**config.mk**
```make
export PLATFORM = sky130hd
export DESIGN_NAME = oflow_tracker_nmr
export DESIGN_NICKNAME = d
export VERILOG_FILES = /design/src/rtl/oflow_tracker_nmr_pkg.sv /design/src/rtl/oflow_tracker_nmr_fifo.sv /design/src/rtl/oflow_tracker_nmr.sv
export SDC_FILE = /design/constraint.sdc
export NUM_CORES = 1
export LEC_CHECK = 0
export CAP_MARGIN = 0
export CELL_PAD_IN_SITES_DETAIL_PLACEMENT = 1
export CELL_PAD_IN_SITES_GLOBAL_PLACEMENT = 1
export CORE_ASPECT_RATIO = 0.7
export CORE_MARGIN = 10
export CORE_UTILIZATION = 45
export DETAILED_ROUTE_END_ITERATION = 8
export PLACE_DENSITY_LB_ADDON = 0.1
export SYNTH_ARGS = -nofsm -noshare
export SYNTH_HDL_FRONTEND = slang
export SYNTH_HIERARCHICAL = 1
export SYNTH_SLANG_ARGS = --single-unit
```
**constraint.sdc**
```tcl
create_clock -name clk -period 19.7 [get_ports clk]
set_input_delay 3.94 -clock clk [delete_from_list [all_inputs] [get_ports clk]]
set_output_delay 3.94 -clock clk [all_outputs]
set_load 0.1 [all_outputs]
```
**src/rtl/oflow_tracker_nmr_pkg.sv**
```systemverilog
// Shared types and constants for the per-task fingerprint overflow tracker:
// FSM state encodings, event-word type codes/layout and mailbox formatting.
package oflow_tracker_nmr_pkg;

  typedef enum logic [3:0] {
    CMD_IDLE     = 4'd0,
    CMD_RST      = 4'd1,
    CMD_INC      = 4'd2,
    CMD_INC_EVAL = 4'd3,
    CMD_OF_PUSH  = 4'd4,
    CMD_DEC      = 4'd5,
    CMD_DEC_EVAL = 4'd6,
    CMD_UF_SCAN  = 4'd7,
    CMD_ACK      = 4'd8
  } cmd_state_e;

  typedef enum logic [1:0] {
    OUT_IDLE = 2'd0,
    OUT_RD   = 2'd1,
    OUT_WR   = 2'd2
  } out_state_e;

  localparam logic        EVT_OFLOW    = 1'b1;
  localparam logic        EVT_UFLOW    = 1'b0;
  localparam int          MBOX_SHIFT   = 20;
  localparam logic [31:0] WDATA_OFFSET = 32'h200;

  // Event word, LSB first: task id, physical core id, type bit.
  function automatic int evt_task_lsb(input int key_width);
    return 0 * key_width;
  endfunction

  function automatic int evt_pid_lsb(input int key_width);
    return key_width;
  endfunction

endpackage

```
**src/rtl/oflow_tracker_nmr_fifo.sv**
```systemverilog
// Synchronous ring-buffer FIFO holding overflow/underflow event words.
// One slot stays empty so bare pointers distinguish full from empty.
module oflow_tracker_nmr_fifo #(
  parameter int WIDTH = 9,
  parameter int DEPTH = 16
) (
  input  logic             clk,
  input  logic             reset,
  input  logic             push_i,
  input  logic [WIDTH-1:0] wdata_i,
  input  logic             pop_i,
  output logic [WIDTH-1:0] rdata_o,
  output logic             full_o,
  output logic             empty_o
);

  localparam int AW = $clog2(DEPTH);

  logic [WIDTH-1:0] mem_q [DEPTH];
  logic [AW-1:0]    wr_ptr_q;
  logic [AW-1:0]    rd_ptr_q;

  assign empty_o = (wr_ptr_q == rd_ptr_q);
  assign full_o  = ((wr_ptr_q + AW'(1)) == rd_ptr_q);
  assign rdata_o = mem_q[rd_ptr_q];

  always_ff @(posedge clk or posedge reset) begin
    if (reset) begin
      wr_ptr_q <= '0;
      rd_ptr_q <= '0;
    end else begin
      if (push_i && !full_o) begin
        wr_ptr_q <= wr_ptr_q + AW'(1);
      end
      if (pop_i && !empty_o) begin
        rd_ptr_q <= rd_ptr_q + AW'(1);
      end
    end
  end

  always_ff @(posedge clk) begin
    if (push_i && !full_o) begin
      mem_q[wr_ptr_q] <= wdata_i;
    end
  end

endmodule

```
**src/rtl/oflow_tracker_nmr.sv**
```systemverilog
// Per-task, per-replica fingerprint counter with overflow/underflow event
// reporting to processors through an Avalon-MM write master.
module oflow_tracker_nmr
  import oflow_tracker_nmr_pkg::*;
#(
  parameter int NUM_CORES   = 3,
  parameter int KEY_WIDTH   = 4,
  parameter int COUNT_WIDTH = 5,
  parameter int FIFO_DEPTH  = 16,
  parameter int DATA_WIDTH  = 32,
  parameter int ADDR_WIDTH  = 32,
  parameter logic [ADDR_WIDTH-1:0] OFLOW_BASE = 32'h0,
  localparam int CORE_W     = $clog2(NUM_CORES + 1),
  localparam int NUM_TASKS  = 2 ** KEY_WIDTH
) (
  input  logic                   clk,
  input  logic                   reset,
  input  logic [CORE_W-1:0]      active_cores,
  input  logic [COUNT_WIDTH-1:0] maxcount,
  input  logic [KEY_WIDTH-1:0]   physical_core_id,
  input  logic                   inc_req,
  input  logic [KEY_WIDTH-1:0]   inc_task_id,
  input  logic [CORE_W-1:0]      inc_core_id,
  output logic                   inc_ack,
  input  logic                   dec_req,
  input  logic [KEY_WIDTH-1:0]   dec_task_id,
  output logic                   dec_ack,
  input  logic                   rst_task_req,
  input  logic [KEY_WIDTH-1:0]   rst_task_id,
  output logic                   rst_task_ack,
  output logic [NUM_TASKS-1:0]   fprints_ready,
  output logic [NUM_TASKS-1:0]   fprints_remaining,
  output logic [CORE_W-1:0]      lagging_core,
  output logic                   lagging_valid,
  output logic [7:0]             events_dropped,
  output logic                   av_write,
  output logic [ADDR_WIDTH-1:0]  av_address,
  output logic [DATA_WIDTH-1:0]  av_writedata,
  input  logic                   av_waitrequest
);

  localparam int EVT_W   = 2 * KEY_WIDTH + 1;
  localparam int PID_LSB = evt_pid_lsb(KEY_WIDTH);

  cmd_state_e state_q;
  out_state_e out_state_q;

  logic [KEY_WIDTH-1:0] task_q;
  logic [CORE_W-1:0]    core_q, act_q, scan_q, act_sel;
  logic [NUM_CORES-1:0][NUM_TASKS-1:0][COUNT_WIDTH-1:0] count_q;
  logic [NUM_CORES-1:0][NUM_TASKS-1:0]                  status_q;

  logic [NUM_TASKS-1:0]  ready_q, remaining_q;
  logic [CORE_W-1:0]     lag_core_q;
  logic                  lag_valid_q, inc_ack_q, dec_ack_q, rst_ack_q;
  logic [7:0]            dropped_q;
  logic                  av_write_q;
  logic [ADDR_WIDTH-1:0] av_address_q;
  logic [DATA_WIDTH-1:0] av_writedata_q;

  logic                   all_pos, any_pos, all_eq, uf_any, uf_hit, ovf;
  logic [COUNT_WIDTH-1:0] min_cnt, sel_cnt, scan_cnt;
  logic [CORE_W-1:0]      lag_core;
  logic                   sel_st, scan_st;
  logic                   push, pop, fifo_full, fifo_empty;
  logic [EVT_W-1:0]       evt_word, fifo_rdata;

  assign inc_ack           = inc_ack_q;
  assign dec_ack           = dec_ack_q;
  assign rst_task_ack      = rst_ack_q;
  assign fprints_ready     = ready_q;
  assign fprints_remaining = remaining_q;
  assign lagging_core      = lag_core_q;
  assign lagging_valid     = lag_valid_q;
  assign events_dropped    = dropped_q;
  assign av_write          = av_write_q;
  assign av_address        = av_address_q;
  assign av_writedata      = av_writedata_q;

  // Out-of-range replica counts are clamped so the excluded-core mask stays sane.
  always_comb begin
    if (active_cores < CORE_W'(2)) begin
      act_sel = CORE_W'(2);
    end else if (active_cores > CORE_W'(NUM_CORES)) begin
      act_sel = CORE_W'(NUM_CORES);
    end else begin
      act_sel = active_cores;
    end
  end

  always_comb begin
    all_pos  = 1'b1;
    any_pos  = 1'b0;
    all_eq   = 1'b1;
    uf_any   = 1'b0;
    min_cnt  = '1;
    lag_core = '0;
    sel_cnt  = '0;
    sel_st   = 1'b0;
    scan_cnt = '0;
    scan_st  = 1'b0;
    for (int c = 0; c < NUM_CORES; c++) begin
      if (CORE_W'(c) < act_q) begin
        if (count_q[c][task_q] == '0) begin
          all_pos = 1'b0;
          if (status_q[c][task_q]) begin
            uf_any = 1'b1;
          end
        end else begin
          any_pos = 1'b1;
        end
        if (count_q[c][task_q] != count_q[0][task_q]) begin
          all_eq = 1'b0;
        end
        if (count_q[c][task_q] < min_cnt) begin
          min_cnt  = count_q[c][task_q];
          lag_core = CORE_W'(c);
        end
      end
      if (CORE_W'(c) == core_q) begin
        sel_cnt = count_q[c][task_q];
        sel_st  = status_q[c][task_q];
      end
      if (CORE_W'(c) == scan_q) begin
        scan_cnt = count_q[c][task_q];
        scan_st  = status_q[c][task_q];
      end
    end
  end

  assign ovf      = !sel_st && (sel_cnt >= maxcount);
  assign uf_hit   = scan_st && (scan_cnt == '0);
  assign push     = (state_q == CMD_OF_PUSH) || ((state_q == CMD_UF_SCAN) && uf_hit);
  assign evt_word = {(state_q == CMD_OF_PUSH) ? EVT_OFLOW : EVT_UFLOW, physical_core_id, task_q};
  assign pop      = (out_state_q == OUT_RD);

  // Command FSM: accepts requests, owns counters, status bits and report outputs.
  always_ff @(posedge clk or posedge reset) begin
    if (reset) begin
      state_q     <= CMD_IDLE;
      task_q      <= '0;
      core_q      <= '0;
      act_q       <= '0;
      scan_q      <= '0;
      count_q     <= '0;
      status_q    <= '0;
      ready_q     <= '0;
      remaining_q <= '0;
      lag_core_q  <= '0;
      lag_valid_q <= 1'b0;
      inc_ack_q   <= 1'b0;
      dec_ack_q   <= 1'b0;
      rst_ack_q   <= 1'b0;
    end else begin
      inc_ack_q <= 1'b0;
      dec_ack_q <= 1'b0;
      rst_ack_q <= 1'b0;
      case (state_q)
        CMD_IDLE: begin
          if (rst_task_req) begin
            task_q  <= rst_task_id;
            act_q   <= act_sel;
            state_q <= CMD_RST;
          end else if (inc_req) begin
            task_q  <= inc_task_id;
            core_q  <= inc_core_id;
            act_q   <= act_sel;
            state_q <= CMD_INC;
          end else if (dec_req) begin
            task_q  <= dec_task_id;
            act_q   <= act_sel;
            state_q <= CMD_DEC;
          end else begin
            state_q <= CMD_IDLE;
          end
        end
        CMD_RST: begin
          for (int c = 0; c < NUM_CORES; c++) begin
            count_q[c][task_q]  <= '0;
            status_q[c][task_q] <= 1'b0;
          end
          ready_q[task_q]     <= 1'b0;
          remaining_q[task_q] <= 1'b0;
          lag_valid_q         <= 1'b0;
          rst_ack_q           <= 1'b1;
          state_q             <= CMD_ACK;
        end
        CMD_INC: begin
          for (int c = 0; c < NUM_CORES; c++) begin
            if ((CORE_W'(c) == core_q) && (count_q[c][task_q] != '1)) begin
              count_q[c][task_q] <= count_q[c][task_q] + COUNT_WIDTH'(1);
            end
          end
          state_q <= CMD_INC_EVAL;
        end
        CMD_INC_EVAL: begin
          ready_q[task_q]     <= all_pos;
          remaining_q[task_q] <= any_pos;
          lag_core_q          <= lag_core;
          lag_valid_q         <= !all_eq;
          if (ovf) begin
            state_q <= CMD_OF_PUSH;
          end else begin
            inc_ack_q <= 1'b1;
            state_q   <= CMD_ACK;
          end
        end
        CMD_OF_PUSH: begin
          for (int c = 0; c < NUM_CORES; c++) begin
            if (CORE_W'(c) == core_q) begin
              status_q[c][task_q] <= 1'b1;
            end
          end
          inc_ack_q <= 1'b1;
          state_q   <= CMD_ACK;
        end
        CMD_DEC: begin
          for (int c = 0; c < NUM_CORES; c++) begin
            if ((CORE_W'(c) < act_q) && (count_q[c][task_q] != '0)) begin
              count_q[c][task_q] <= count_q[c][task_q] - COUNT_WIDTH'(1);
            end
          end
          state_q <= CMD_DEC_EVAL;
        end
        CMD_DEC_EVAL: begin
          ready_q[task_q]     <= all_pos;
          remaining_q[task_q] <= any_pos;
          lag_core_q          <= lag_core;
          lag_valid_q         <= !all_eq;
          if (uf_any) begin
            scan_q  <= '0;
            state_q <= CMD_UF_SCAN;
          end else begin
            dec_ack_q <= 1'b1;
            state_q   <= CMD_ACK;
          end
        end
        CMD_UF_SCAN: begin
          for (int c = 0; c < NUM_CORES; c++) begin
            if ((CORE_W'(c) == scan_q) && uf_hit) begin
              status_q[c][task_q] <= 1'b0;
            end
          end
          if (scan_q == act_q - CORE_W'(1)) begin
            dec_ack_q <= 1'b1;
            state_q   <= CMD_ACK;
          end else begin
            scan_q <= scan_q + CORE_W'(1);
          end
        end
        CMD_ACK: begin
          state_q <= CMD_IDLE;
        end
        default: begin
          state_q <= CMD_IDLE;
        end
      endcase
    end
  end

  // A push that finds the FIFO full is lost; the status bit still moves.
  always_ff @(posedge clk or posedge reset) begin
    if (reset) begin
      dropped_q <= '0;
    end else if (push && fifo_full && (dropped_q != 8'hFF)) begin
      dropped_q <= dropped_q + 8'd1;
    end
  end

  oflow_tracker_nmr_fifo #(
    .WIDTH (EVT_W),
    .DEPTH (FIFO_DEPTH)
  ) u_evt_fifo (
    .clk     (clk),
    .reset   (reset),
    .push_i  (push),
    .wdata_i (evt_word),
    .pop_i   (pop),
    .rdata_o (fifo_rdata),
    .full_o  (fifo_full),
    .empty_o (fifo_empty)
  );

  // Output FSM: pop one event, then hold the Avalon write until accepted.
  always_ff @(posedge clk or posedge reset) begin
    if (reset) begin
      out_state_q    <= OUT_IDLE;
      av_write_q     <= 1'b0;
      av_address_q   <= '0;
      av_writedata_q <= '0;
    end else begin
      case (out_state_q)
        OUT_IDLE: begin
          if (!fifo_empty) begin
            out_state_q <= OUT_RD;
          end else begin
            out_state_q <= OUT_IDLE;
          end
        end
        OUT_RD: begin
          av_address_q   <= OFLOW_BASE + (ADDR_WIDTH'(fifo_rdata[PID_LSB +: KEY_WIDTH]) << MBOX_SHIFT);
          av_writedata_q <= DATA_WIDTH'(WDATA_OFFSET) + DATA_WIDTH'(fifo_rdata);
          av_write_q     <= 1'b1;
          out_state_q    <= OUT_WR;
        end
        OUT_WR: begin
          if (!av_waitrequest) begin
            av_write_q  <= 1'b0;
            out_state_q <= OUT_IDLE;
          end else begin
            out_state_q <= OUT_WR;
          end
        end
        default: begin
          out_state_q <= OUT_IDLE;
        end
      endcase
    end
  end

endmodule

```
==> impl_metrics.py <==
metrics = {
    "outcome": {
        "status": "completed",
    },
    "clocking": {
        "htree_levels": 2,
        "clkTransAtPathRegs_ns": 0.06,
        "clock-sinks": 513,
        "cts.path.max_buffers": 3,
        "ctsResizeCount": 0,
        "cts_tree": "done",
        "postCtsSetupBuffers": 0,
        "clock_latency_ns": 0.62,
        "numCtsBuffers": 51,
        "cts_root_buf": "clkbuf_16",
        "hold_buffers": 0,
    },
    "global_routing": {
        "grt_max_degree": 121,
        "grt_pass1_wl_um": 135000,
        "grt_pass1_vias": 20100,
        "antenna_found_initial": 3,
        "grt_overflow": 0,
        "grt_use_total_pct": 25.8,
    },
    "synthesis": {
        "synth_warnings": 6,
        "synth_xor_area_share_pct": 1.68,
        "synth_area_per_cell_sq_um": 11.8,
        "yosys.area.top_type": "dfrtp_1",
        "synth_top_area_share_pct": 35.4,
        "ys_ff_latch": 513,
        "yosysUniqueCellTypes": 78,
        "yosys.area_share.adder_pct": 1.63,
        "muxShareOfSynthArea_pct": 15.4,
        "ys_seq_area_share_pct": 52.0,
        "synth-compound-area-share_pct": 17.2,
        "synth_top_family_by_area": "compound AO/OA/AOI/OAI gates",
        "async_flop_share_pct": 71.9,
        "synth-edff-count": 144,
        "synth_area_leaders": "dfrtp_1 (35%), edfxtp_1 (17%), mux4_2 (8.9%), a21oi_1 (5.4%), mux2_2 (4.5%)",
        "ys.flop_type": "dfrtp_1",
        "synthTopCellsByCount": "dfrtp_1 (369), a21oi_1 (282), o21ai_0 (192)",
        "synth_area_sq_mm": 0.0260,
        "synth-simple-area-share_pct": 6.79,
        "syn_inst": 2214,
        "synth_most_common_cell": "dfrtp_1",
    },
    "timing": {
        "final_hold_viol_count": 0,
        "min_period_over_period_pct": 35.7,
        "period_minus_slack_ns": 7.03,
        "slew_headroom_pct": 9.39,
        "setup_violations": 0,
        "fmax_mhz": 142,
        "tightestPinTransition_ns": 1.35,
        "report.final.slew_viol_count": 0,
        "fin_worst_skew_ns": 0.0251,
        "rsz0062_at_grt": "no",
        "fin_tns_setup_ns": 0,
    },
    "floorplanning": {
        "pin_count": 142,
        "dieWidth_um": 308,
        "rows": 73,
        "initial_core_util_pct": 45.7,
        "design.core.area_sq_mm": 0.0570,
        "die_h_um": 221,
        "dieArea_sq_mm": 0.0681,
    },
    "min_path": {
        "min_from": "out_state_q[0]",
        "hp-class": "reg2reg",
    },
    "worst_setup_path": {
        "arrival_ns": 7.25,
        "max_stage_delay_ns": 1.10,
        "worstPathRequired_ns": 19.92,
        "path_cells": "buf_4 -> buf_4 -> mux4_2 -> a22oi_1 -> nand2_1 -> or3_1 -> o22a_2 -> nor2_1 -> nor2_1 -> o21ai_0 -> nand2_1 -> a2111oi_2",
        "cp_max_fo": 47,
        "endpoint_kind": "flip-flop",
        "crit_start": "task_q[0]",
        "start_kind": "flip-flop",
        "path_class": "reg2reg",
        "crit_buf_inv": 2,
        "cp_slowest_cell": "a2111oi_2",
        "timing.rr.start": "task_q[0]",
        "critical_path.top_delay_family": "compound AO/OA/AOI/OAI gates",
    },
    "run": {
        "maxCapViolCount": 0,
    },
    "placement": {
        "hpwlAfterDp_um": 59700,
        "io_buffers": 91,
        "place_congestion": 0.931,
    },
    "layout": {
        "nets": 2315,
        "fillers": 5883,
        "area_growth_pct": 12.3,
        "drive_gt1_share_pct": 18.8,
    },
    "routing": {
        "drc": 0,
        "vias": 19700,
        "drtIter0Drc": 2108,
        "ant_nets": 0,
        "wire_per_inst_um": 29.5,
        "viasPerCell": 6.46,
        "firstDrtPassIters": 5,
        "drt_wl_total_um": 89600,
    },
    "pwr": {
        "leakagePower_nw": 11.9,
        "p_total_w": 0.00523,
        "p_per_area_mw_per_mm2": 179,
        "ir_worst_vdd_mv": 0.101,
    },
}
## per-layer routing
metal	global-route usage [%]	vias to the layer above	part of all wire (%)	routed length, um
met5	0	-	0.012	11
met4	6.22	2	2.3	2030
met3	7.64	133	10	9290
met2	36.5	905	43	38100
met1	38.1	10300	45	40100
li1	-	8269	-	-
## final cells by class
| class | count | area [sq um] | area share [%] |
|---|---|---|---|
| well taps | 750 | 938 | 3.21 |
| flip-flops and latches | 513 | 13600 | 46.4 |
| diodes | 1 | 2.50 | 0.00855 |
| inverters | 30 | 120 | 0.411 |
| clock buffers | 77 | 1510 | 5.17 |
| repair buffers | 168 | 1490 | 5.09 |
| multi-input cells | 1486 | 11400 | 39.1 |
| clock inverters | 16 | 179 | 0.612 |
## sequential cells by signal, summed over array words and instances (netlist names), 3 cells and up, named ones only
register / cells
count_q: 240
u_evt_fifo/mem_q: 144
fprints_ready: 16
fprints_remaining: 16
events_dropped: 8
av_writedata: 7
state_q: 4
task_q: 4
u_evt_fifo/rd_ptr_q: 4
u_evt_fifo/wr_ptr_q: 4
av_address: 3
## per-stage QoR
stage / worst slack, ns / hold slack [ns] / cell area, sq um / utilization (%) / std cells
2_1_floorplan: 5.74 / 0.418 / 26200 / - / 2263
5_1_grt: 12.12 / 0.480 / 29300 / 51.3 / 3040
6_report: 12.67 / 0.444 / 29300 / 51.3 / 3041
3_5_place_dp: 12.70 / 0.441 / 27600 / 48.4 / 2947
3_3_place_gp: 12.83 / 0.437 / 27600 / 48.4 / 2947
4_1_cts: 12.68 / 0.449 / 29300 / 51.3 / 3040
## power breakdown
part	switching, W	internal [W]
Sequential	0.000212	0.00134
Combinational	0.00184	0.000826
Clock	0.000431	0.000570
## cell usage in the layout, fill, tap and decap left out, drive strengths merged, types with 4 or more instances in the layout
cell and n:
a211oi 20, a21o 6, a21oi 293, a221o 11
a22o 58, a22oi 29, a2bb2oi 13, a31oi 26
and2 6, and3 5, buf 77, clkbuf 77
clkdlybuf4s50 91, clkinv 10, conb 50, dfrtp 369
edfxtp 144, ha 34, inv 32, mux2 121
mux2i 12, mux4 111, nand2 136, nand2b 15
nand3 25, nand3b 4, nand4 8, nor2 131
nor2b 16, nor3 21, nor4 5, o21ai 196
o22a 17, o22ai 4, o31ai 19, o32a 15
o41ai 4, xnor2 26, xor2 17
## path summary, 6_finish.rpt
check	cells after the start	end	slack [ns]
setup reg to reg	12	u_evt_fifo/mem_q[3][3]	12.67
max in group asynchronous	4	fprints_ready[1]	13.55
hold / removal	1	out_state_q[0]	0.44
setup / recovery	12	u_evt_fifo/mem_q[3][3]	12.67
min in group asynchronous	2	u_evt_fifo/wr_ptr_q[2]	3.78
hold reg to reg	1	out_state_q[0]	0.44
## cell families after synthesis
kind of cell / count (synthesis)
buffers and inverters: 264
muxes: 244
DFF: 513
other: 1
and+or+nand+nor: 389
AOI/OAI and AO/OA: 725
adders and majority gates: 34
xor gates and xnor gates: 44
No activity file was read; power rests on OpenSTA's default activity.
